File: config.mk
export PLATFORM = sky130hd
export DESIGN_NAME = cmos_frame_packer
export DESIGN_NICKNAME = d
export VERILOG_FILES = /design/src/rtl/ov5640_pkg.sv /design/src/rtl/cmos_sync_edge.sv /design/src/rtl/cmos_frame_packer.sv
export SDC_FILE = /design/constraint.sdc
export NUM_CORES = 1
export LEC_CHECK = 0
export ABC_AREA = 1
export CORE_AREA = 2 2 113 115
export CTS_BUF_LIST = sky130_fd_sc_hd__clkbuf_8
export DETAILED_ROUTE_END_ITERATION = 6
export DIE_AREA = 0 0 115 117
export PLACE_DENSITY_LB_ADDON = 0.15
export SETUP_SLACK_MARGIN = 0.1
export SLEW_MARGIN = 5
export SYNTH_ARGS = -nofsm -noshare
export SYNTH_HDL_FRONTEND = slang
export SYNTH_HIERARCHICAL = 1
export SYNTH_SLANG_ARGS = --single-unit
File: constraint.sdc
create_clock -name clk -period 2.8 [get_ports clk]
set_input_delay 0.84 -clock clk [delete_from_list [all_inputs] [get_ports clk]]
set_output_delay 0.84 -clock clk [all_outputs]
set_load 0.02 [all_outputs]
File: src/rtl/ov5640_pkg.sv
// Shared types and constants for the OV5640 DVP capture front end.
// Holds the capture FSM states, RGB565 byte lanes and a counter-width helper.
package ov5640_pkg;

  typedef enum logic [1:0] {
    IDLE    = 2'd0,
    SKIP    = 2'd1,
    WAIT_VS = 2'd2,
    ACTIVE  = 2'd3
  } cam_state_e;

  // RGB565 arrives MSB-first: bytes 0..2 of a pair wait in a 24-bit holding
  // register at these offsets, byte 3 is appended straight from the input.
  localparam int HOLD_B0_LSB = 16;
  localparam int HOLD_B1_LSB = 8;
  localparam int HOLD_B2_LSB = 0;

  function automatic int cnt_w(input int max_val);
    return (max_val < 1) ? 1 : $clog2(max_val + 1);
  endfunction

endpackage

File: src/rtl/cmos_sync_edge.sv
// Registers the DVP inputs once and derives href/vsync-blanking edges from
// the registered copies; vsync is folded so that "blank" always means blanking.
module cmos_sync_edge #(
  parameter bit VS_ACTIVE_HI = 1'b1
) (
  input  logic       clk,
  input  logic       rst_n,
  input  logic       vsync_i,
  input  logic       href_i,
  input  logic [7:0] data_i,
  output logic [7:0] data_o,
  output logic       href_o,
  output logic       href_rise_o,
  output logic       href_fall_o,
  output logic       vs_rise_o,
  output logic       vs_fall_o
);

  logic       vs_q, vs_prev_q;
  logic       href_q, href_prev_q;
  logic [7:0] data_q;
  logic       blank, blank_prev;

  always_ff @(posedge clk or negedge rst_n) begin
    if (!rst_n) begin
      vs_q        <= 1'b0;
      vs_prev_q   <= 1'b0;
      href_q      <= 1'b0;
      href_prev_q <= 1'b0;
      data_q      <= 8'h00;
    end else begin
      vs_q        <= vsync_i;
      vs_prev_q   <= vs_q;
      href_q      <= href_i;
      href_prev_q <= href_q;
      data_q      <= data_i;
    end
  end

  // Both copies share one fold, so reset never produces a false blanking edge.
  assign blank      = VS_ACTIVE_HI ? vs_q      : ~vs_q;
  assign blank_prev = VS_ACTIVE_HI ? vs_prev_q : ~vs_prev_q;

  assign data_o      = data_q;
  assign href_o      = href_q;
  assign href_rise_o = href_q & ~href_prev_q;
  assign href_fall_o = ~href_q & href_prev_q;
  assign vs_rise_o   = blank & ~blank_prev;
  assign vs_fall_o   = ~blank & blank_prev;

endmodule

File: src/rtl/cmos_frame_packer.sv
// OV5640 DVP to DDR write-FIFO front end: skips start-up frames, aligns to a
// frame boundary, packs RGB565 byte pairs into 32-bit words and flags bad frames.
module cmos_frame_packer
  import ov5640_pkg::*;
#(
  parameter int H_ACTIVE     = 1024,
  parameter int V_ACTIVE     = 768,
  parameter int SKIP_FRAMES  = 10,
  parameter bit VS_ACTIVE_HI = 1'b1
) (
  input  logic        clk,
  input  logic        rst_n,
  input  logic        init_done,
  input  logic        cam_vsync,
  input  logic        cam_href,
  input  logic [7:0]  cam_data,
  output logic        wr_en,
  output logic [31:0] wr_data,
  output logic        frame_start,
  output logic        frame_done,
  output logic        frame_err,
  output logic [15:0] frame_cnt,
  output cam_state_e  dbg_state_o
);

  localparam int BW = cnt_w(2 * H_ACTIVE);
  localparam int LW = cnt_w(V_ACTIVE);
  localparam int SW = cnt_w(SKIP_FRAMES);
  localparam logic [BW-1:0] LINE_BYTES = BW'(2 * H_ACTIVE);
  localparam logic [LW-1:0] V_LINES    = LW'(V_ACTIVE);
  localparam logic [SW-1:0] SKIP_LAST  = SW'((SKIP_FRAMES > 0) ? SKIP_FRAMES - 1 : 0);

  logic [7:0] data_r;
  logic       href_r, href_rise, href_fall, vs_rise, vs_fall;

  cmos_sync_edge #(.VS_ACTIVE_HI(VS_ACTIVE_HI)) u_sync (
    .clk         (clk),
    .rst_n       (rst_n),
    .vsync_i     (cam_vsync),
    .href_i      (cam_href),
    .data_i      (cam_data),
    .data_o      (data_r),
    .href_o      (href_r),
    .href_rise_o (href_rise),
    .href_fall_o (href_fall),
    .vs_rise_o   (vs_rise),
    .vs_fall_o   (vs_fall)
  );

  cam_state_e    state_q;
  logic [SW-1:0] skip_cnt_q;
  logic [BW-1:0] byte_cnt_q;
  logic          over_q;
  logic [LW-1:0] line_cnt_q;
  logic          line_bad_q;
  logic          started_q;
  logic [23:0]   hold_q;
  logic          wr_en_q, frame_start_q, frame_done_q, frame_err_q;
  logic [31:0]   wr_data_q;
  logic [15:0]   frame_cnt_q;

  // The byte phase restarts on every href rise, so the rising cycle counts as byte 0.
  logic [BW-1:0] cur_cnt;
  logic [1:0]    phase;
  logic          at_limit, pack_ok, line_end_bad;

  assign cur_cnt      = href_rise ? '0 : byte_cnt_q;
  assign phase        = cur_cnt[1:0];
  assign at_limit     = (cur_cnt == LINE_BYTES);
  assign pack_ok      = href_r && !at_limit && (line_cnt_q != V_LINES);
  assign line_end_bad = (byte_cnt_q != LINE_BYTES) || over_q || (line_cnt_q == V_LINES);

  always_ff @(posedge clk or negedge rst_n) begin
    if (!rst_n) begin
      state_q       <= IDLE;
      skip_cnt_q    <= '0;
      byte_cnt_q    <= '0;
      over_q        <= 1'b0;
      line_cnt_q    <= '0;
      line_bad_q    <= 1'b0;
      started_q     <= 1'b0;
      hold_q        <= 24'h0;
      wr_en_q       <= 1'b0;
      wr_data_q     <= 32'h0;
      frame_start_q <= 1'b0;
      frame_done_q  <= 1'b0;
      frame_err_q   <= 1'b0;
      frame_cnt_q   <= 16'h0;
    end else begin
      wr_en_q       <= 1'b0;
      frame_start_q <= 1'b0;
      frame_done_q  <= 1'b0;
      if (!init_done) begin
        state_q    <= IDLE;
        skip_cnt_q <= '0;
      end else begin
        case (state_q)
          IDLE: begin
            skip_cnt_q <= '0;
            state_q    <= SKIP;
          end
          SKIP: begin
            if (SKIP_FRAMES == 0) begin
              state_q <= WAIT_VS;
            end else if (vs_rise) begin
              if (skip_cnt_q == SKIP_LAST) state_q <= WAIT_VS;
              else                         skip_cnt_q <= skip_cnt_q + 1'b1;
            end
          end
          WAIT_VS: begin
            if (vs_fall) begin
              state_q    <= ACTIVE;
              line_cnt_q <= '0;
              line_bad_q <= 1'b0;
              started_q  <= 1'b0;
              byte_cnt_q <= '0;
              over_q     <= 1'b0;
            end
          end
          ACTIVE: begin
            if (vs_rise) begin
              // A line still in progress when blanking starts is a short line.
              frame_done_q <= 1'b1;
              frame_err_q  <= line_bad_q || (line_cnt_q != V_LINES) || href_r;
              frame_cnt_q  <= frame_cnt_q + 16'h1;
              state_q      <= WAIT_VS;
            end else begin
              if (href_rise && !started_q) begin
                frame_start_q <= 1'b1;
                started_q     <= 1'b1;
              end
              if (href_r) begin
                byte_cnt_q <= at_limit ? cur_cnt : cur_cnt + 1'b1;
                over_q     <= (href_rise ? 1'b0 : over_q) | at_limit;
                if (pack_ok) begin
                  case (phase)
                    2'd0: hold_q[HOLD_B0_LSB +: 8] <= data_r;
                    2'd1: hold_q[HOLD_B1_LSB +: 8] <= data_r;
                    2'd2: hold_q[HOLD_B2_LSB +: 8] <= data_r;
                    default: begin
                      wr_en_q   <= 1'b1;
                      wr_data_q <= {hold_q, data_r};
                    end
                  endcase
                end
              end
              if (href_fall) begin
                if (line_cnt_q != V_LINES) line_cnt_q <= line_cnt_q + 1'b1;
                if (line_end_bad)          line_bad_q <= 1'b1;
              end
            end
          end
          default: state_q <= IDLE;
        endcase
      end
    end
  end

  assign wr_en       = wr_en_q;
  assign wr_data     = wr_data_q;
  assign frame_start = frame_start_q;
  assign frame_done  = frame_done_q;
  assign frame_err   = frame_err_q;
  assign frame_cnt   = frame_cnt_q;
  assign dbg_state_o = state_q;

endmodule

==> summary.txt, run 1 <==
Yosys
  • Synth Area per Inst: around 8.3 um2
  • Cell Area, Synth: 5960 um2
  • Post-Synth Adder-Cell Area: 0.0210
  • Synth cell types: 37
  • Mux contribution to synthesized area: 0
  • Flops & latches, synth: about 120
  • Post-synthesis compound-gate area fraction: 0.0363
  • Post-Synth Simple-Gate Area: 0.366
  • Asr flop ratio synth: 1.00
  • Seq/Total Area, Yosys: 0.500
  • Number of flops mapped to enable cells by yosys: 0
  • Primary FF master, synth: dfrtp_1
  • Post-Syn Instances: roughly 700
  • XOR/XNOR Fraction of Synth Area: 0.0162
  • Syn nets: approximately 740
  • Main combinational cell family by area after synthesis: simple AND/OR/NAND/NOR gates
  • Ys Warns: 6

Detailed routing
  • Routed Antenna Nets: 0
  • Mean routed wirelength per cell: 14.0 um
  • Vias per cell: 5.26
  • Drt pass-1 iters: 4
  • DRT Wirelength: ~13,000 um
  • Initial drt markers: roughly 330
  • DRC viols: 0
  • Via Count: around 5,000

STA
  • Fin crit period: between 2 and 2.5 ns
  • Final hold vios: 0
  • Worst hold slack: 0.394 ns
  • Slew @ Worst Pin: ~0.55 ns
  • Clock Skew: a little over 0.01 ns
  • Final setup viols: 0
  • Worst rel slew slack: 0.632
  • FMAX: between 400 and 500 MHz
  • RSZ-0062 raised after global routing: false
  • Crit path setup slack, layout: about 0.36 ns
  • Period utilization: 0.872
  • Max-slew violation count: 0
  • Setup TNS: 0 ns

Clocking
  • Hold_buf cts: 0
  • Clk Tree Root Cell: clkbuf_8
  • Htree depth: 4
  • TritonCTS clock tree: built
  • CTS sink count: 119
  • Skew-Pair Late Insertion Delay: approximately 0.43 ns
  • Cts bufs inserted: 17
  • Clk buf depth: 2
  • Post_cts resized: 0
  • # Post-CTS Setup Buffers: 0
  • Clock transition at path regs: roughly 0.070 ns

Critical path
  • Crit path max-delay family: buffers and inverters
  • Crit-path max cell delay: ~0.66 ns
  • WP buf/inv: 1
  • Worst R2R Setup Slack: between 0.4 and 0.5 ns
  • CP Cell Sequence: clkdlybuf4s50_1
  • Crit-path slowest cell: clkdlybuf4s50_1
  • Setup crit start kind: flip-flop
  • Critical Path AT: ~1.6 ns
  • Setup CP Type: reg -> out
  • R2r startpoint: u_sync/href_o
  • Reg-to-reg critical path endpoint: wr_data[27]
  • Worst path required time: between 1.5 and 2 ns
  • Largest fanout on the critical path: 5
  • CP Capture Type: output port
  • Reg2Reg Depth: 12

Worst hold path
  • Hold Crit Class: in -> async

Placement
  • IO Port Bufs: 66
  • DPL Wire Length: between 9000 and 10,000 um
  • Dpl ws: between 0.2 and 0.25 ns
  • Cells after DPL: between 900 and 1,000
  • Placer Congestion: 0.869

GRT
  • Antenna violations before repair: 0
  • First-pass GRT wire length: about 23,000 um
  • Pin count of the biggest net entering global routing: between 50 and 60
  • Overflow after GRT: 0
  • Global Route Usage Sum: 0.215
  • Vias in the first global route: ~4,800

Power
  • Leak pwr: between 3 and 4 nW
  • Peak VDD IR: roughly 0.00036 V
  • Power density over the cells: slightly above 600 nW/um2

Floorplanning
  • Die H: about 120 um
  • Initial core utilization: 0.484
  • Std-Cell Rows: 41
  • CORE AREA: between 10,000 and 15,000 um2
  • Chip width: about 120 um
  • Io pins: between 60 and 70
  • Die area: roughly 13,000 um2

Cells and area
  • Layout cells sized above 1: 0.0946
  • Synthesis-to-layout area growth: 19.8%
  • Diodes inserted: 0
  • Most frequent cells in the layout: 239 x nand2_1, 119 x dfrtp_1, 70 x nand4_1
  • Non-Filler Instances: approximately 950
  • NumNets Final: between 800 and 900
  • Most common cell after layout, fill and taps aside: nand2_1

Job
  • Maxcap violations: 0

Run status
  • Status: finished, final reports clean
power by group:
group / switching (W) / internal, W / leakage [nW] / total [W]
Clock: 0.000625 / 0.000791 / 0.207 / 0.00142
Combinational: 0.000558 / 0.000328 / 1.72 / 0.000886
Sequential: 0.000200 / 0.00191 / 1.60 / 0.00211
cell usage after synthesis, types with 4 or more instances:
cell type	n	area share
o21ai_1	12	0.010
nand3_1	44	0.037
nand2_1	239	0.15
dfrtp_1	119	0.50
buf_6	5	0.0094
nor2_1	67	0.042
nor3_1	4	0.0034
nor2_2	8	0.0084
nor2_8	4	0.013
nand4_1	70	0.073
inv_1	49	0.031
nand2_2	5	0.0052
ha_1	10	0.021
clkbuf_1	4	0.0025
buf_2	14	0.012
o21ai_0	15	0.013
xor2_1	8	0.012
layout make-up:
| type | count | area (um2) |
|---|---|---|
| Clock buffer | 22 | 303 |
| Clock inverter | 8 | 58.8 |
| Fill cell | 1110 | 5170 |
| Inverter | 53 | 201 |
| Multi-Input combinational cell | 520 | 2620 |
| Sequential cell | 119 | 2980 |
| Tap cell | 150 | 188 |
| Timing Repair Buffer | 81 | 796 |
sequential cells by signal (all words and copies together), names as in the netlist, 2 cells and up:
register / count
wr_data: 32
skip_cnt_q: 4
hold_q: 24
frame_cnt: 16
byte_cnt_q: 12
line_cnt_q: 10
dbg_state_o: 2
u_sync/data_o: 8
per-layer routing:
| metal | GRT usage | share of wire |
|---|---|---|
| met1 | 0.278 | 0.45 |
| met5 | 0 | 0 |
| met2 | 0.363 | 0.50 |
| met4 | 0.0667 | 0.015 |
| met3 | 0.0494 | 0.035 |
worst max path at each step:
stage / startpoint / end / slack, ns / cells past startpoint
5_1_grt: u_sync/href_o / wr_data[16] / 0.19 / 12
6_report: dbg_state_o[1] / dbg_state_o[1] / 0.36 / 1
4_1_cts: dbg_state_o[1] / dbg_state_o[1] / 0.31 / 1
3_3_place_gp: init_done / hold_q[12] / 0.27 / 8
3_5_place_dp: init_done / hold_q[10] / 0.22 / 8
2_1_floorplan: u_sync/href_o / wr_data[22] / 0.81 / 13
cell families after synthesis:
| logic type | count (synthesis) |
|---|---|
| AO/OA/AOI/OAI | 39 |
| AND/OR/NAND/NOR | 460 |
| XOR/XNOR | 11 |
| adder cells (fa/ha/maj) | 10 |
| buffers and inverters | 79 |
| flip-flops | 119 |
stage by stage:
stage	util	cell area, um2	power (W)
floorplan	-	5960	0.00269
finish	0.580	7140	0.00441
global placement	0.551	6780	0.00300
global route	0.580	7140	0.00467
CTS	0.580	7140	0.00446
detailed placement	0.551	6780	0.00303
(Power assumes the default switching activity.)
==> run 2, diff against run 1 <==
Settings changed: GPL_TIMING_DRIVEN set to 1.
==> results of run 2 <==
No change in the layout: final DEF, timing and power equal those of run 1.
